[src/rtl/pipeline_id_ex_pkg.sv]
// Shared control-bundle layout for the ID/EX stage register and its hazard unit.
package pipeline_id_ex_pkg;

  localparam int unsigned ALU_SEL_W_PKG = 4;
  localparam int unsigned BR_SEL_W      = 2;

  // Bit offsets inside ex_ctrl = {lr_en, brx, alu_sel, br_sel}
  localparam int unsigned EX_BR_SEL_LSB  = 0;
  localparam int unsigned EX_ALU_SEL_LSB = EX_BR_SEL_LSB + BR_SEL_W;
  localparam int unsigned EX_BRX_BIT     = EX_ALU_SEL_LSB + ALU_SEL_W_PKG;
  localparam int unsigned EX_LR_EN_BIT   = EX_BRX_BIT + 1;

  // Bit offsets inside mem_ctrl = {wr_en, imm_sel, read} and wb_ctrl = {wb_sel, reg_en}
  localparam int unsigned MEM_READ_BIT    = 0;
  localparam int unsigned MEM_IMM_SEL_BIT = 1;
  localparam int unsigned MEM_WR_EN_BIT   = 2;
  localparam int unsigned WB_REG_EN_BIT   = 0;
  localparam int unsigned WB_SEL_BIT      = 1;

  typedef struct packed {
    logic                     lr_en;
    logic                     brx;
    logic [ALU_SEL_W_PKG-1:0] alu_sel;
    logic [BR_SEL_W-1:0]      br_sel;
  } ex_ctrl_t;

  typedef struct packed {
    logic wr_en;
    logic imm_sel;
    logic read;
  } mem_ctrl_t;

  typedef struct packed {
    logic wb_sel;
    logic reg_en;
  } wb_ctrl_t;

  typedef struct packed {
    ex_ctrl_t  ex;
    mem_ctrl_t mem;
    wb_ctrl_t  wb;
  } ctrl_t;

  localparam int unsigned EX_W  = $bits(ex_ctrl_t);
  localparam int unsigned MEM_W = $bits(mem_ctrl_t);
  localparam int unsigned WB_W  = $bits(wb_ctrl_t);

  localparam ctrl_t BUBBLE = '0;

endpackage

[src/rtl/pipeline_hazard_unit.sv]
// Load-use hazard detection between the EX-slot load and the instruction waiting in ID.
module pipeline_hazard_unit
  import pipeline_id_ex_pkg::*;
#(
  parameter int unsigned REG_AW = 2
) (
  input  logic              ex_valid,
  input  logic [MEM_W-1:0]  ex_mem_ctrl,
  input  logic [WB_W-1:0]   ex_wb_ctrl,
  input  logic [REG_AW-1:0] ex_rd,
  input  logic              id_valid,
  input  logic [REG_AW-1:0] ra,
  input  logic [REG_AW-1:0] rb,
  input  logic              ra_used,
  input  logic              rb_used,
  output logic              hazard
);

  logic ex_is_load;
  logic src_match;

  always_comb begin
    ex_is_load = ex_valid & ex_mem_ctrl[MEM_READ_BIT] & ex_wb_ctrl[WB_REG_EN_BIT];
    src_match  = (ra_used & (ra == ex_rd)) | (rb_used & (rb == ex_rd));
    hazard     = ex_is_load & id_valid & src_match;
  end

endmodule

[src/rtl/pipeline_id_ex.sv]
// ID/EX pipeline register with flush/stall/load-use bubble handling and
// saturating stall/bubble performance counters.
module pipeline_id_ex
  import pipeline_id_ex_pkg::*;
#(
  parameter int unsigned DATA_W    = 8,
  parameter int unsigned REG_AW    = 2,
  parameter int unsigned ALU_SEL_W = 4,
  parameter int unsigned CNT_W     = 16
) (
  input  logic              clk,
  input  logic              rst,
  input  logic              stall,
  input  logic              flush,
  input  logic              id_valid,
  input  logic [DATA_W-1:0] A,
  input  logic [DATA_W-1:0] B,
  input  logic [DATA_W-1:0] PC2,
  input  logic [DATA_W-1:0] ea,
  input  logic [REG_AW-1:0] ra,
  input  logic [REG_AW-1:0] rb,
  input  logic [REG_AW-1:0] rd,
  input  logic              ra_used,
  input  logic              rb_used,
  input  logic [EX_W-1:0]   ex_ctrl,
  input  logic [MEM_W-1:0]  mem_ctrl,
  input  logic [WB_W-1:0]   wb_ctrl,
  input  logic              cnt_clr,
  output logic [DATA_W-1:0] A_out,
  output logic [DATA_W-1:0] B_out,
  output logic [DATA_W-1:0] PC2_out,
  output logic [DATA_W-1:0] ea_out,
  output logic [REG_AW-1:0] ra_out,
  output logic [REG_AW-1:0] rb_out,
  output logic [REG_AW-1:0] rd_out,
  output logic [EX_W-1:0]   ex_ctrl_out,
  output logic [MEM_W-1:0]  mem_ctrl_out,
  output logic [WB_W-1:0]   wb_ctrl_out,
  output logic              valid_out,
  output logic              hazard,
  output logic [CNT_W-1:0]  stall_cnt,
  output logic [CNT_W-1:0]  bubble_cnt
);

  if (ALU_SEL_W != ALU_SEL_W_PKG) begin : g_alu_sel_w_check
    $error("ALU_SEL_W must match the control layout in pipeline_id_ex_pkg");
  end

  localparam logic [CNT_W-1:0] CNT_MAX = '1;

  ctrl_t ctrl_in;
  ctrl_t ctrl_q;
  logic  bubble;
  logic  load;

  always_comb begin
    ctrl_in = ctrl_t'({ex_ctrl, mem_ctrl, wb_ctrl});
    bubble  = flush | (~stall & hazard);
    load    = ~flush & ~stall & ~hazard;
  end

  // A load with id_valid=0 clears the slot exactly like a bubble, but is not counted as one.
  always_ff @(posedge clk or posedge rst) begin
    if (rst) begin
      valid_out <= 1'b0;
      ctrl_q    <= BUBBLE;
      A_out     <= '0;
      B_out     <= '0;
      PC2_out   <= '0;
      ea_out    <= '0;
      ra_out    <= '0;
      rb_out    <= '0;
      rd_out    <= '0;
    end else if (bubble || (load && !id_valid)) begin
      valid_out <= 1'b0;
      ctrl_q    <= BUBBLE;
      A_out     <= '0;
      B_out     <= '0;
      PC2_out   <= '0;
      ea_out    <= '0;
      ra_out    <= '0;
      rb_out    <= '0;
      rd_out    <= '0;
    end else if (load) begin
      valid_out <= 1'b1;
      ctrl_q    <= ctrl_in;
      A_out     <= A;
      B_out     <= B;
      PC2_out   <= PC2;
      ea_out    <= ea;
      ra_out    <= ra;
      rb_out    <= rb;
      rd_out    <= rd;
    end
  end

  always_ff @(posedge clk or posedge rst) begin
    if (rst) begin
      stall_cnt  <= '0;
      bubble_cnt <= '0;
    end else if (cnt_clr) begin
      stall_cnt  <= '0;
      bubble_cnt <= '0;
    end else begin
      if (stall && (stall_cnt != CNT_MAX)) begin
        stall_cnt <= stall_cnt + 1'b1;
      end
      if (bubble && (bubble_cnt != CNT_MAX)) begin
        bubble_cnt <= bubble_cnt + 1'b1;
      end
    end
  end

  assign ex_ctrl_out  = ctrl_q.ex;
  assign mem_ctrl_out = ctrl_q.mem;
  assign wb_ctrl_out  = ctrl_q.wb;

  pipeline_hazard_unit #(
    .REG_AW (REG_AW)
  ) u_hazard (
    .ex_valid    (valid_out),
    .ex_mem_ctrl (mem_ctrl_out),
    .ex_wb_ctrl  (wb_ctrl_out),
    .ex_rd       (rd_out),
    .id_valid    (id_valid),
    .ra          (ra),
    .rb          (rb),
    .ra_used     (ra_used),
    .rb_used     (rb_used),
    .hazard      (hazard)
  );

endmodule

[config.mk]
export PLATFORM = sky130hd
export DESIGN_NAME = pipeline_id_ex
export DESIGN_NICKNAME = d
export VERILOG_FILES = /design/src/rtl/pipeline_id_ex_pkg.sv /design/src/rtl/pipeline_hazard_unit.sv /design/src/rtl/pipeline_id_ex.sv
export SDC_FILE = /design/constraint.sdc
export NUM_CORES = 1
export LEC_CHECK = 0
export BUFFER_PORTS_ARGS = -buffer_cell sky130_fd_sc_hd__buf_2
export CAP_MARGIN = 10
export CORE_MARGIN = 3
export CORE_UTILIZATION = 48
export DETAILED_ROUTE_END_ITERATION = 12
export MAX_ROUTING_LAYER = met4
export PLACE_DENSITY = 0.79
export SLEW_MARGIN = 20
export SYNTH_ARGS = -nofsm -noshare
export SYNTH_HDL_FRONTEND = slang
export SYNTH_SLANG_ARGS = --single-unit
[constraint.sdc]
create_clock -name clk -period 2.6 [get_ports clk]
set_input_delay 0.13 -clock clk [delete_from_list [all_inputs] [get_ports clk]]
set_output_delay 0.13 -clock clk [all_outputs]
set_load 0.02 [all_outputs]
; Word-level counts from Yosys, hierarchy flattened
; Cells that the tools add are included.
[word_totals]
out_inout_bits = 85
in_bits = 59
elab_cells = 69
regBits = 84
[op_classes]
n_reduce_logical = 8
bitwise = 14
muxes = 22
eq_ne = 4
n_addsub = 2
[op_table]
columns = operator, n
row1 = 16-bit 2-to-1 mux, 4
row2 = 8-bit 2-to-1 mux, 8
row3 = "16-bit by 1-bit adder with 16-bit output, second input constant", 2
row4 = "16-bit != test, second input constant", 2
row5 = 13-bit 2-to-1 mux, 2
row6 = 2-bit 2-to-1 mux, 6
row7 = 1-bit AND, 9
row8 = 2-bit nonzero test, 3
row9 = 2-bit == test, 2
row10 = 1-bit logical AND, 3
row11 = 1-bit NOT, 3
row12 = 1-bit 2-to-1 mux, 2
row13 = 1-bit bitwise OR, 2
row14 = 1-bit logical NOT, 1
row15 = 1-bit logical OR, 1

; Longest topological paths before layout
; Gate-level depths: netlist of run 1.
[logic_depth]
depth_word = 9
mapped_depth = 7

; Cells and area by module
; Synthesis of run 1 repeated with hierarchy kept, for this count alone.
[unflattened]
hier_cells = 332
hier_area_um2 = 3788.6
[modules_own_cells]
columns = module, cells_per_inst, seq_area_each_um2, area_per_inst_um2, instances
row1 = pipeline_id_ex, 324, 2102.0, 3732.3, 1
row2 = pipeline_hazard_unit, 8, 0.0, 56.3, 1

; Least setup slack after synthesis of run 1
; OpenSTA, ideal clock, no wires.
[synth_timing]
kind = register to register
start = register rd_out[1]
end = register bubble_cnt[13]
t_required_ps = 2523
n_path_buf = 1
synth_period_minus_slack_ps = 1807
stages_incl_launch_ff = 7
arrival_time_ps = 1730
setup_time_ps = 77
slack_ps = 793
cell_sequence = dfrtp_1 -> xnor2_1 -> and4_4 -> nor3_2 -> buf_6 -> or4_1 -> a21oi_1
[synth_between]
elab_chain_cells = 8
elab_cells_between_ends = 10
cone_classes = eq/ne (2) / bitwise (6) / reduce/logical (2)
[synth_lines]
columns = item, line_no
row1 = "start, declared", pipeline_id_ex.sv:35  ; output logic [REG_AW-1:0] rd_out,
row2 = "start signal, assigned", pipeline_id_ex.sv:93  ; rd_out <= rd;
row3 = 2-bit == test, pipeline_hazard_unit.sv:24  ; src_match = (ra_used & (ra == ex_rd)) | (rb_used & (rb == ex_rd));
row4 = 1-bit AND, pipeline_hazard_unit.sv:24
row5 = 1-bit bitwise OR (*), pipeline_hazard_unit.sv:24
row6 = 1-bit AND (*), pipeline_hazard_unit.sv:25  ; hazard = ex_is_load & id_valid & src_match;
row7 = 1-bit AND (*), pipeline_id_ex.sv:58  ; bubble = flush | (~stall & hazard);
row8 = 1-bit bitwise OR (*), pipeline_id_ex.sv:58
row9 = 1-bit logical AND (*), pipeline_id_ex.sv:108  ; if (bubble && (bubble_cnt != CNT_MAX)) begin
row10 = 2-bit nonzero test (no line) (*), n/a
row11 = "end signal, assigned", pipeline_id_ex.sv:109  ; bubble_cnt <= bubble_cnt + 1'b1;
row12 = "end, declared", pipeline_id_ex.sv:42  ; output logic [CNT_W-1:0] bubble_cnt
; Every way passes the cells marked *; elsewhere a longest branch is shown, timed or not.
; A chain may end at the register's enable or synchronous reset.

; Final worst setup path of run 1
[layout_timing]
start = register bubble_cnt[0]
end = register bubble_cnt[9]
[layout_between]
elab_chain_cells = 3
elab_cells_between_ends = 6
cone_classes = add/sub (1) / eq/ne (1) / mux (2) / reduce/logical (2)
[layout_lines]
columns = item, line_no
row1 = 16-bit by 1-bit adder with 16-bit output or 16-bit != test (tied branches), "pipeline_id_ex.sv:109, pipeline_id_ex.sv:108"
row2 = 16-bit 2-to-1 mux or 1-bit logical AND (tied branches), pipeline_id_ex.sv:108
row3 = 16-bit 2-to-1 mux or 2-bit nonzero test (tied branches), n/a
; Parallel ways exist; a longest one is shown, timed or not. The select of a mux whose other input is x is not followed.

==> results.md, run 1 <==
Clock tree:
- The count of clock tree sinks is 84.
- Once the clock tree was built, the resizer swapped 0 gates to a different size.
- The H-tree level count is 3.
- The clock passes through at most 2 buffers.
- In this run the post-CTS setup repair buffer count came out at 0.
- TritonCTS built the clock tree.
- CTS placed an instance of clkbuf_8 at the clock tree root.
- After clock tree synthesis, the clock-pin slew on the worst setup and hold paths is 100 ps.
- The insertion delay to the later sink of the worst-skew pair is 350 ps.
- In this run, post-CTS hold repair placed 43 buffers.
- The total clock buffers created by CTS is 9.

Critical path:
- The biggest cell delay along the critical path is 470 ps.
- The cell family with the largest share of critical-path delay is simple AND/OR/NAND/NOR gates.
- The required time at the endpoint of the critical path is ~2900 ps.
- For this design, the slowest cell found on the critical path is or4_1.
- The kind of end point of the critical path is a flop.
- The total buffers and inverters traversed by the critical path is 1.
- The arrival time of the worst setup path is 2250 ps.
- Walking the worst path, the cells encountered are ha_1, and3_1, nand3_1, o32ai_2, buf_4, or4_1, a21oi_1.
- The start-to-end type of the worst setup path is flop to flop.
- The highest net fanout along the worst path is 18.
- The sort of element at the start of the critical path is a flop.

Floorplanning:
- The area of the core is 7290 um^2.
- The horizontal extent of the die is 92.8 um.
- The top-level I/O count is 144.
- The die outline area is around 8600 um^2.
- The initialized floorplan defines 31 standard-cell rows.
- The die height is between 90 and 100 um.
- The initial utilization of the core area, before any placement, comes to 49.6%.

Timing:
- The worst-case clock skew is 14.4 ps.
- Setup violations remaining at the end of the flow were counted as 0.
- The final total negative setup slack is 0 ps.
- The time the final worst path needs with I/O delays and setup is between 1500 and 2000 ps.
- For this run, the top clock speed supported by timing is 507 MHz.
- The final hold violation count is 0.
- Headroom to the max-slew limit came out at between 50% and 60%.
- Setup repair after global routing left no endpoint under its margin.
- The final critical-path share of the clock period is about three quarters.
- The number of pins exceeding their max-slew limit in the final report is 0.
- The transition time of the tightest slew-check pin is 739 ps.

Detailed routing:
- In the routed design, unresolved DRC markers number 0.
- Using the TritonRoute via totals, the vias-per-cell ratio works out to 5.50.
- Once detail routing completed, the nets flagged for antenna violations numbered 0.
- The wire length per cell is between 15 and 20 um.
- The pre-antenna-repair detailed-routing pass consisted of 4 iterations.
- The iteration-0 DRC count of the detailed router is 154.
- The final layout contains routed wiring with a total length of between 9 and 10 mm.
- The overall via count from detail_route is 3296.

Placed design:
- The post-DP HPWL is roughly 6.3 mm.
- At the end of routability-driven placement, the weighted congestion stood at 0.860.
- Input and output buffers added on the ports amount to 143.

Pwr:
- The static leakage is ~0.0027 uW.
- IR analysis of the VDD net gives a maximum drop of roughly 0.36 mV.
- Dividing total power by cell area gives a power density of 512 nW/um^2.

Yosys:
- The largest area contributor in the netlist is dfrtp_1.
- The top-area cell type share of the netlist area is approximately three fifths.
- The synthesized-area fraction occupied by and/or/nand/nor cells is 15.6%.
- The distinct cell type count after synthesis is 35.
- Summing the areas of all compound-gate instances in the mapped netlist gives 18.5% of the synthesized area.
- The proportion of register bits with asynchronous set or reset after synthesis is 100%.
- Sequential cells were found to cover 58.1% of the synthesized design area.
- The number of nets handed over by synthesis was 370.
- The number of enable-type register cells in the synthesized netlist is 0.
- The synthesized design contains 84 register bits.
- After synthesis, the largest family of logic cells by area is compound AO/OA/AOI/OAI gates.
- The synthesized cell area is 3620 um^2.
- Yosys attributes the largest share of cell area to dfrtp_1 (58%), a22o_1 (12%), xor2_1 (2.7%).
- The share of synthesized cell area in full adder, half adder and majority cells is less than 1%.
- The post-synthesis xor/xnor area fraction is 3.87%.
- The number of synthesis warnings is 0.
- The post-synthesis instance total is 309.
- The share of synthesized area spent on multiplexers is 0.553%.
- In this run the mean area of a mapped cell was 11.7 um^2.
- The most common flop cell mapped by yosys is dfrtp_1.

Global route:
- The number of global-route vias before repair is approximately 3.1k.
- The combined global-route utilization of all metal layers is around a quarter.
- After global routing the overflow that remains totals 0.
- The number of antenna violations at the first check in global routing is 0.
- The first global-routing pass estimated around 16 mm of wire.
- Entering global routing, the biggest net connects 53 pins.

Final layout:
- The share of post-route cells with drive strength above 1 is 34.2%.
- The final core area utilization is 69.4%.
- Compared with the post-synthesis result, the final layout area differs by 39.8%.
- The post-layout net count is 556.
- The diode insertion count for antenna repair is 0.
- The fill cell total of the finished layout is 563.

Worst hold path:
- The tightest min-delay check is of the input port to flop type.

Run:
- The count of max-cap constraint violations is 0.

Outcome:
- The flow ran to the end, and the final reports show no timing, DRC or antenna violations.
==> cells in the final DEF (no fill, tap or decap), types with 2 or more instances in the layout <==
master,synthesis,layout
clkinvlp_4,0,3
buf_2,6,143
nand2_1,13,13
and4_1,7,7
buf_4,0,5
dlygate4sd3_1,0,44
a22o_1,51,51
inv_8,0,4
and2_1,3,3
nand4_1,11,11
ha_1,2,2
or3_1,10,10
xor2_1,11,11
and3_1,12,12
and3b_1,2,2
a21oi_1,16,16
nor2_1,15,15
inv_1,3,2
clkbuf_8,0,9
dfrtp_1,84,84
o21ai_0,5,5
or4_1,5,5
xnor2_1,5,5
nand3_1,11,11
nor3_1,4,4
o31ai_1,5,5
mux2i_1,2,2
o21ai_1,5,5
==> metrics by stage <==
stage          hold WS (ps)  worst slack (ps)  cells  power, uW  area, um^2
2_1_floorplan           203               305    309       1540        3620
3_3_place_gp            276               700    539       1650        4430
3_5_place_dp            276               653    539       1660        4430
4_1_cts                4.57               608    598       2620        5050
5_1_grt              0.0868               455    599       2720        5060
6_report               15.9               627    599       2590        5060
==> worst paths after layout <==
check	slack (ps)	startpoint	to	cells past startpoint
max	630	bubble_cnt[0]	bubble_cnt[9]	7
max in group asynchronous	1400	rst	ea_out[7]	4
min reg2reg	510	A_out[3]	A_out[3]	1
min	20	A[4]	A_out[4]	2
min in group asynchronous	450	rst	PC2_out[6]	3
max reg2reg	630	bubble_cnt[0]	bubble_cnt[9]	7
==> worst register-to-register path: stages, from the launching register on <==
cell and delay (ps):
dfrtp_1 440, ha_1 250, and3_1 210, nand3_1 100, o32ai_2 70, buf_4 200
or4_1 470, a21oi_1 160
==> synth_stat cells, drive strengths merged, types with 2 or more instances <==
master  instances
o21ai          10
and3b           2
and3           12
and4            8
nor2           15
xor2           11
xnor2           5
or3            10
nand2          13
nand4          11
o31ai           5
nand3          11
dfrtp          84
a22o           51
and2            3
inv             3
clkbuf          9
or4             5
mux2i           2
ha              2
buf             8
a21oi          16
nor3            5
==> registers in the layout, indices dropped and copies added, names as in the netlist <==
name,cells
bubble_cnt,16
stall_cnt,16
A_out,8
B_out,8
PC2_out,8
ea_out,8
ex_ctrl_out,8
mem_ctrl_out,3
ra_out,2
rb_out,2
rd_out,2
wb_ctrl_out,2
valid_out,1
==> cell families (layout without fill, tap and decap cells) <==
group	after synthesis	after routing
mux	2	2
buf+inv	20	211
compound gates	88	88
fa+ha+maj	2	2
simple gates	97	97
flops	84	84
xor+xnor	16	16
==> layout make-up <==
type                    count  area (um^2)  area share, %
clock buffers               9          124           2.45
clock inverters             7         67.6           1.34
inverters                   3         12.5          0.247
multi-input cells         205         1440           28.4
flip-flops and latches     84         2100           41.5
well taps                  99          124           2.45
repair buffers            192         1190           23.6
==> where the power goes <==
part | switching [uW] | internal (uW) | leakage (uW) | total, uW
Combinational | 178 | 143 | 0.00141 | 320
Sequential | 26.8 | 1340 | 0.00115 | 1370
Clock | 528 | 373 | 0.0000893 | 901
==> routing by layer <==
layer  share of wire, %  GRT usage [%]
met3                4.4           4.63
met5                  0              -
met4                2.2           7.69
met2                 51           37.3
met1                 43           31.6
Power figures use the tool's default switching activity.
==> inputs of run 2 (changes only) <==
CORE_UTILIZATION = 44   (was 48)
PLACE_DENSITY = 0.76   (was 0.79)
clock period = 1.7 ns   (was 2.6 ns; I/O delays follow)
==> run 2 against run 1 <==
Against the previous run: the run now ends with negative setup slack left; worst setup slack got worse by 710 ps; final cell count up 7.7%; sequential cell count is the same; die area grew 8.5%; fmax rose by 11%; total power rose by 68%; register-to-register slack worse by 710 ps; via count increased by 8.9%; count of clock-buffer cells in the layout unchanged; critical path type unchanged; critical endpoint unchanged.
==> results.md, run 2 (same netlist as run 1, synthesis figures left out) <==
Outcome:
- Status: complete, but fails checks (was finished, final reports clean).
- The checks that failed: negative setup slack.

Critical path:
- The total buffers and inverters traversed by the critical path is 0 (was 1).
- The highest net fanout along the worst path was 9 (was 18).
- The arrival time of the worst setup path came to 2070 ps (was 2250 ps).
- The worst-case reg-to-reg path depth was 5 (was 7).
- The destination of the worst register-to-register timing path is bubble_cnt[9] (unchanged).
- The start-to-end type of the worst setup path is flop to flop (unchanged).
- Worst-path cell chain: xnor2_2, and4_4, o32ai_4, or4_4, a21oi_2 (was ha_1, and3_1, nand3_1, o32ai_2, buf_4, or4_1, a21oi_1).
- The kind of end point of the critical path is a flop (unchanged).
- The critical path's slowest cell is or4_4 (was or4_1).
- The cell family with the largest share of critical-path delay is simple AND/OR/NAND/NOR gates (unchanged).
- The source of the worst register-to-register timing path is rd_out[0] (was bubble_cnt[0]).
- The sort of element at the start of the critical path is a flop (unchanged).
- The required time at the endpoint of the critical path is 1990 ps (was 2870 ps).
- The worst reg-to-reg setup slack is -80 ps (was 630 ps).
- The biggest cell delay along the critical path was 510 ps (was 470 ps).

Worst hold path:
- The terminating pin of the worst hold path is rb_out[0] (was A_out[4]).
- The beginning of the worst hold path is rb[0] (was A[4]).
- The worst hold path stage count is 2 (unchanged).
- The type of the tightest min-delay check is input port to flop (unchanged).

Final layout:
- The final instance count without filler cells is 645 (was 599).
- The area growth from synthesis to layout is 59.1% (was 39.8%).
- The multi-input logic area is 1590 um^2 (was 1440 um^2).
- The storage element area is 2110 um^2 (was 2100 um^2).
- The fill cell total of the finished layout came to 547 (was 563).
- The diode insertion count for antenna repair is 0 (unchanged).
- Regs by FF count: bubble_cnt (16), stall_cnt (16) (unchanged).
- The post-route cell area is 5760 um^2 (was 5060 um^2).
- Top library cells by usage in the layout, fill and taps aside: buf_2 (143), dfrtp_1 (77), a22o_1 (51), dlygate4sd3_1 (49), buf_4 (29) (was buf_2 (143), dfrtp_1 (84), a22o_1 (51), dlygate4sd3_1 (44), a21oi_1 (16)).
- The post-layout net count is 599 (was 556).
- The final core area utilization was 73.4% (was 69.4%).
- The share of post-route cells with drive strength above 1 came to 43.3% (was 34.2%).
- The commonest non-fill, non-tap cell in the layout is buf_2 (unchanged).

Global route:
- The overall overflow remaining after global route is 0 (unchanged).
- The global-route wire length before repair was 18.2 mm (was 15.8 mm).
- The combined global-route utilization of all metal layers is 24.6% (was 23.9%).
- The largest net degree at the start of global routing is 85 (was 53).
- The number of antenna violations at the first check in global routing came to 0 (unchanged).
- The number of global-route vias before repair is 3697 (was 3116).

Pwr:
- The power density over cell area is 755 nW/um^2 (was 512 nW/um^2).
- The peak supply drop came to 0.560 mV (was 0.361 mV).
- The static leakage is 0.00296 uW (was 0.00265 uW).
- The total design power is 4350 uW (was 2590 uW).

Detailed routing:
- The residual DRC count is 0 (unchanged).
- The wire length per cell was 18.0 um (was 16.4 um).
- The antenna violation net count after detailed routing is 0 (unchanged).
- The via density per instance is 5.57 (was 5.50).
- The number of iterations in the first detailed-routing pass is 4 (unchanged).
- The iteration-0 DRC count of the detailed router came to 231 (was 154).
- The overall routed net length is 11.6 mm (was 9.79 mm).
- The overall via count from detail_route is 3590 (was 3296).

Placed design:
- The post-DP HPWL is 6.62 mm (was 6.29 mm).
- The placement-stage cell area was 4740 um^2 (was 4430 um^2).
- The routability-driven placement congestion ratio is 0.779 (was 0.860).
- The count of port buffers added during placement is 143 (unchanged).
- The post-placement cell count came to 568 (was 539).

Floorplanning:
- The top-level I/O count is 144 (unchanged).
- The initial cell density of the core is 46.1% (was 49.6%).
- The number of cell rows came to 32 (was 31).
- The die outline area is 9350 um^2 (was 8620 um^2).
- The area of the core was 7850 um^2 (was 7290 um^2).
- The die height came to 96.7 um (was 92.8 um).
- The horizontal extent of the die is 96.7 um (was 92.8 um).

Clock tree:
- The CTS tree is yes (unchanged).
- The total clock buffers created by CTS is 9 (unchanged).
- The H-tree level count is 3 (unchanged).
- The count of clock tree sinks came to 84 (unchanged).
- The insertion delay to the later sink of the worst-skew pair is 360 ps (was 350 ps).
- The clock tree root driver cell is clkbuf_8 (unchanged).
- The clock-pin slew on the worst setup and hold paths was 100 ps (about the same).
- The deepest clock path buffer count was 2 (unchanged).

Run:
- The count of max-cap constraint violations is 0 (unchanged).

Timing:
- The smallest setup slack after layout is -78.3 ps (was 627 ps).
- The final critical-path share of the clock period is 105% (was 75.9%).
- The number of pins exceeding their max-slew limit in the final report is 0 (unchanged).
- The time the final worst path needs with I/O delays and setup is 1780 ps (was 1970 ps).
- The worst-case clock skew is 15.9 ps (was 14.4 ps).
- The final total negative setup slack is -520 ps (was 0 ps).
- Setup repair after global routing missed its margin: true (was false).
- The relative slew slack is 59.7% (was 50.6%).
- The transition time of the tightest slew-check pin came to 604 ps (was 739 ps).
- The number of setup violations in the final report is 27 (was 0).
- The final hold violation count is 0 (unchanged).
- The highest achievable clock rate is 562 MHz (was 507 MHz).
## run 2: how the worst max path moves through the flow
stage,start,to,cells after the start
global placement,rd_out[0],bubble_cnt[1],5
floorplan,rd_out[0],bubble_cnt[13],6
detailed placement,mem_ctrl_out[0],bubble_cnt[1],5
CTS,rd_out[0],bubble_cnt[9],5
global route,rd_out[1],bubble_cnt[9],5
finish,rd_out[0],bubble_cnt[9],5
## run 2: repair_timing
action / CTS / global route
cloned: 3 / 5
hold buffers: 49 / 0
resized for setup: 9 / 13
setup buffers: 4 / 1
hold endpoints to repair: 132 / 0
setup endpoints to repair: 67 / 68
pin swaps: 6 / 11
## run 2: metal layers
metal	track usage, %	wire length, um	vias up
met4	12.4	411	0
met2	39.7	5800	157
met5	-	0	-
li1	-	-	1632
met1	29.6	4720	1764
met3	4.69	688	37
## run 2: stage by stage
step / worst slack [ps] / hold WS [ps]
2_1_floorplan: -8.61 / 158
3_3_place_gp: -77.6 / 241
3_5_place_dp: -112 / 251
4_1_cts: -51.9 / 5.06
5_1_grt: -134 / 3.64
6_report: -78.3 / 23.3
## run 2: final cells by class
| class | count | share of cell area (%) |
|---|---|---|
| Timing Repair Buffer | 234 | 29.3 |
| Inverter | 3 | 0.261 |
| Clock buffer | 9 | 2.15 |
| Tap cell | 102 | 2.22 |
| Clock inverter | 7 | 1.85 |
| Sequential cell | 84 | 36.6 |
| Multi-Input combinational cell | 206 | 27.6 |
## run 2: where the power goes
| group | total [uW] | internal, uW | switching [uW] |
|---|---|---|---|
| clock network | 1650 | 854 | 794 |
| registers | 2090 | 2050 | 38.4 |
| logic | 606 | 294 | 312 |
| total | 4350 | 3200 | 1140 |
==> inputs of run 3 (changes only) <==
CORE_ASPECT_RATIO = 1.25   (was default)
SKIP_CTS_REPAIR_TIMING = 1   (was default)
==> run 3 against run 2 <==
Against the previous run: the flow still finishes with violations (negative setup slack); count of clock-buffer cells in the layout is 2 higher; wire length fell by 3.1%; clock power down 2%; die area hardly changed; hold slack worse by 17 ps; fmax down 4.4%; sequential power about the same; total power decreased by 0.82%; via count shrank 1.6%; critical endpoint unchanged; largest power group unchanged.
==> results.md, run 3 (same netlist as run 1, synthesis figures left out) <==
Outcome:
- Status: complete, but fails checks (unchanged).
- Failing checks: negative setup slack (unchanged).

Global route:
- The largest net degree at the start of global routing was 53 (was 85).
- The overall overflow remaining after global route is 0 (unchanged).
- The number of global-route vias before repair is 2993 (was 3697).
- The global-route wire length before repair was 14.0 mm (was 18.2 mm).
- The combined global-route utilization of all metal layers is 19.5% (was 24.6%).
- The number of antenna violations at the first check in global routing is 0 (unchanged).

Final layout:
- The fill cell total of the finished layout is 543 (was 547).
- The share of post-route cells with drive strength above 1 was 43.3% (about the same).
- Top library cells by usage in the layout, fill and taps aside: buf_2 (142), dfrtp_1 (77), a22o_1 (51), dlygate4sd3_1 (49), buf_4 (28) (was buf_2 (143), dfrtp_1 (77), a22o_1 (51), dlygate4sd3_1 (49), buf_4 (29)).
- The post-layout net count is 596 (was 599).
- Regs by FF count: bubble_cnt (16), stall_cnt (16) (unchanged).
- The multi-input logic area is 1550 um^2 (was 1590 um^2).
- The area growth from synthesis to layout is 56.6% (was 59.1%).
- The storage element area is 2110 um^2 (unchanged).
- The diode insertion count for antenna repair came to 0 (unchanged).
- The final instance count without filler cells was 635 (was 645).
- The commonest non-fill, non-tap cell in the layout is buf_2 (unchanged).

Critical path:
- The highest net fanout along the worst path came to 6 (was 9).
- The start-to-end type of the worst setup path is flop to flop (unchanged).
- The kind of end point of the critical path is a flop (unchanged).
- The source of the worst register-to-register timing path is rd_out[1] (was rd_out[0]).
- The sort of element at the start of the critical path is a flop (unchanged).
- The worst reg-to-reg setup slack was -160 ps (was -80 ps).
- The worst-case reg-to-reg path depth came to 6 (was 5).
- The destination of the worst register-to-register timing path is bubble_cnt[9] (unchanged).
- The arrival time of the worst setup path is 2140 ps (was 2070 ps).
- The required time at the endpoint of the critical path came to 1980 ps (was 1990 ps).

Detailed routing:
- The antenna violation net count after detailed routing is 0 (unchanged).
- The wire length per cell is 17.7 um (was 18.0 um).
- The number of iterations in the first detailed-routing pass is 4 (unchanged).
- The iteration-0 DRC count of the detailed router is 231 (unchanged).
- The via density per instance is 5.56 (was 5.57).
- The overall routed net length was 11.3 mm (was 11.6 mm).
- The overall via count from detail_route is 3531 (was 3590).
- The residual DRC count is 0 (unchanged).

Run:
- The count of max-cap constraint violations came to 0 (unchanged).

Clock tree:
- The clock tree root driver cell is clkbuf_8 (unchanged).
- The H-tree level count is 3 (unchanged).
- The clock-pin slew on the worst setup and hold paths was 90 ps (was 100 ps).
- The CTS tree is yes (unchanged).
- The deepest clock path buffer count came to 2 (unchanged).
- The insertion delay to the later sink of the worst-skew pair is 360 ps (about the same).
- The count of clock tree sinks was 84 (unchanged).
- The total clock buffers created by CTS is 9 (unchanged).

Pwr:
- The static leakage came to 0.00293 uW (was 0.00296 uW).
- The power density over cell area is 761 nW/um^2 (was 755 nW/um^2).
- The peak supply drop came to 0.591 mV (was 0.560 mV).
- The total design power is 4310 uW (was 4350 uW).

Timing:
- The number of setup violations in the final report is 47 (was 27).
- The transition time of the tightest slew-check pin is 725 ps (was 604 ps).
- The final hold violation count is 0 (unchanged).
- The worst-case clock skew came to 10.9 ps (was 15.9 ps).
- The number of pins exceeding their max-slew limit in the final report was 0 (unchanged).
- The time the final worst path needs with I/O delays and setup was 1860 ps (was 1780 ps).
- The relative slew slack is 51.6% (was 59.7%).
- The smallest setup slack after layout is -161 ps (was -78.3 ps).
- Setup repair after global routing missed its margin: true (unchanged).
- The final critical-path share of the clock period came to 109% (was 105%).
- The highest achievable clock rate was 537 MHz (was 562 MHz).

Placed design:
- The routability-driven placement congestion ratio is 0.764 (was 0.779).
- The post-DP HPWL is 6.41 mm (was 6.62 mm).
- The count of port buffers added during placement is 143 (unchanged).
- The post-placement cell count is 560 (was 568).

Worst hold path:
- The worst hold path stage count is 2 (unchanged).
- The beginning of the worst hold path is rb[1] (was rb[0]).
- The terminating pin of the worst hold path is rb_out[1] (was rb_out[0]).
- The type of the tightest min-delay check is input port to flop (unchanged).

Floorplanning:
- The die height came to 107 um (was 96.7 um).
- The initial cell density of the core is 45.9% (was 46.1%).
- The area of the core is 7880 um^2 (was 7850 um^2).
- The die outline area was 9360 um^2 (was 9350 um^2).
- The number of cell rows is 36 (was 32).
- The top-level I/O count is 144 (unchanged).
- The horizontal extent of the die came to 87.1 um (was 96.7 um).
-- run 3: cell count changes in the layout (fill, tap and decap cells not counted), sizes merged --
cell / before / now
buf: 181 / 180
inv: 5 / 2
o32ai: 2 / 1
clkbuf: 13 / 14
clkinvlp: 1 / 2
-- run 3: layout make-up --
type                       instances  share of cell area, %
sequential                        84                   37.2
clock buffer                      11                   2.50
inverter                           3                  0.265
tap                               95                   2.10
clock inverter                     5                   1.50
multi-input combinational        205                   27.4
timing repair buffer             232                   29.0
-- run 3: through the flow --
step	TNS, ps	setup slack, ps	util, %	hold WS, ps	cell area [um^2]
detailed placement	-1180	-126	59.7	183	4710
finish	-2200	-161	71.9	6.81	5670
floorplan	-17.1	-8.61	-	158	3690
CTS	-1510	-148	62.6	-210	4930
global route	-7170	-235	71.9	12.8	5670
global placement	-370	-70.0	59.7	175	4710
-- run 3: worst max path at each step --
| stage | from | slack, ps | end | cells after the start |
|---|---|---|---|---|
| 2_1_floorplan | rd_out[0] | -9 | bubble_cnt[13] | 6 |
| 3_3_place_gp | rd_out[0] | -70 | bubble_cnt[1] | 5 |
| 3_5_place_dp | mem_ctrl_out[0] | -130 | bubble_cnt[1] | 5 |
| 4_1_cts | mem_ctrl_out[0] | -150 | bubble_cnt[1] | 5 |
| 5_1_grt | rd_out[0] | -240 | bubble_cnt[14] | 5 |
| 6_report | rd_out[1] | -160 | bubble_cnt[9] | 6 |
-- run 3: layer usage --
| layer | global-route usage (%) | vias to the layer above | wire (um) |
|---|---|---|---|
| li1 | - | 1617 | - |
| met1 | 25.1 | 1743 | 4650 |
| met2 | 29.5 | 148 | 5580 |
| met3 | 4.36 | 23 | 712 |
| met4 | 9.10 | 0 | 305 |
| met5 | - | - | 0 |
-- run 3: worst max-delay path: stages, from the launching register on --
cell and delay [ps]:
dfrtp_2 460, xnor2_2 190, and4_4 270, o32ai_4 100, buf_12 150, or4_4 480
a21oi_2 140
-- run 3: power by group --
group          total (uW)  switching, uW  internal (uW)  leakage, uW
Sequential           2090           40.3           2050      0.00114
Combinational         604            308            296      0.00168
Clock                1610            738            874     0.000110
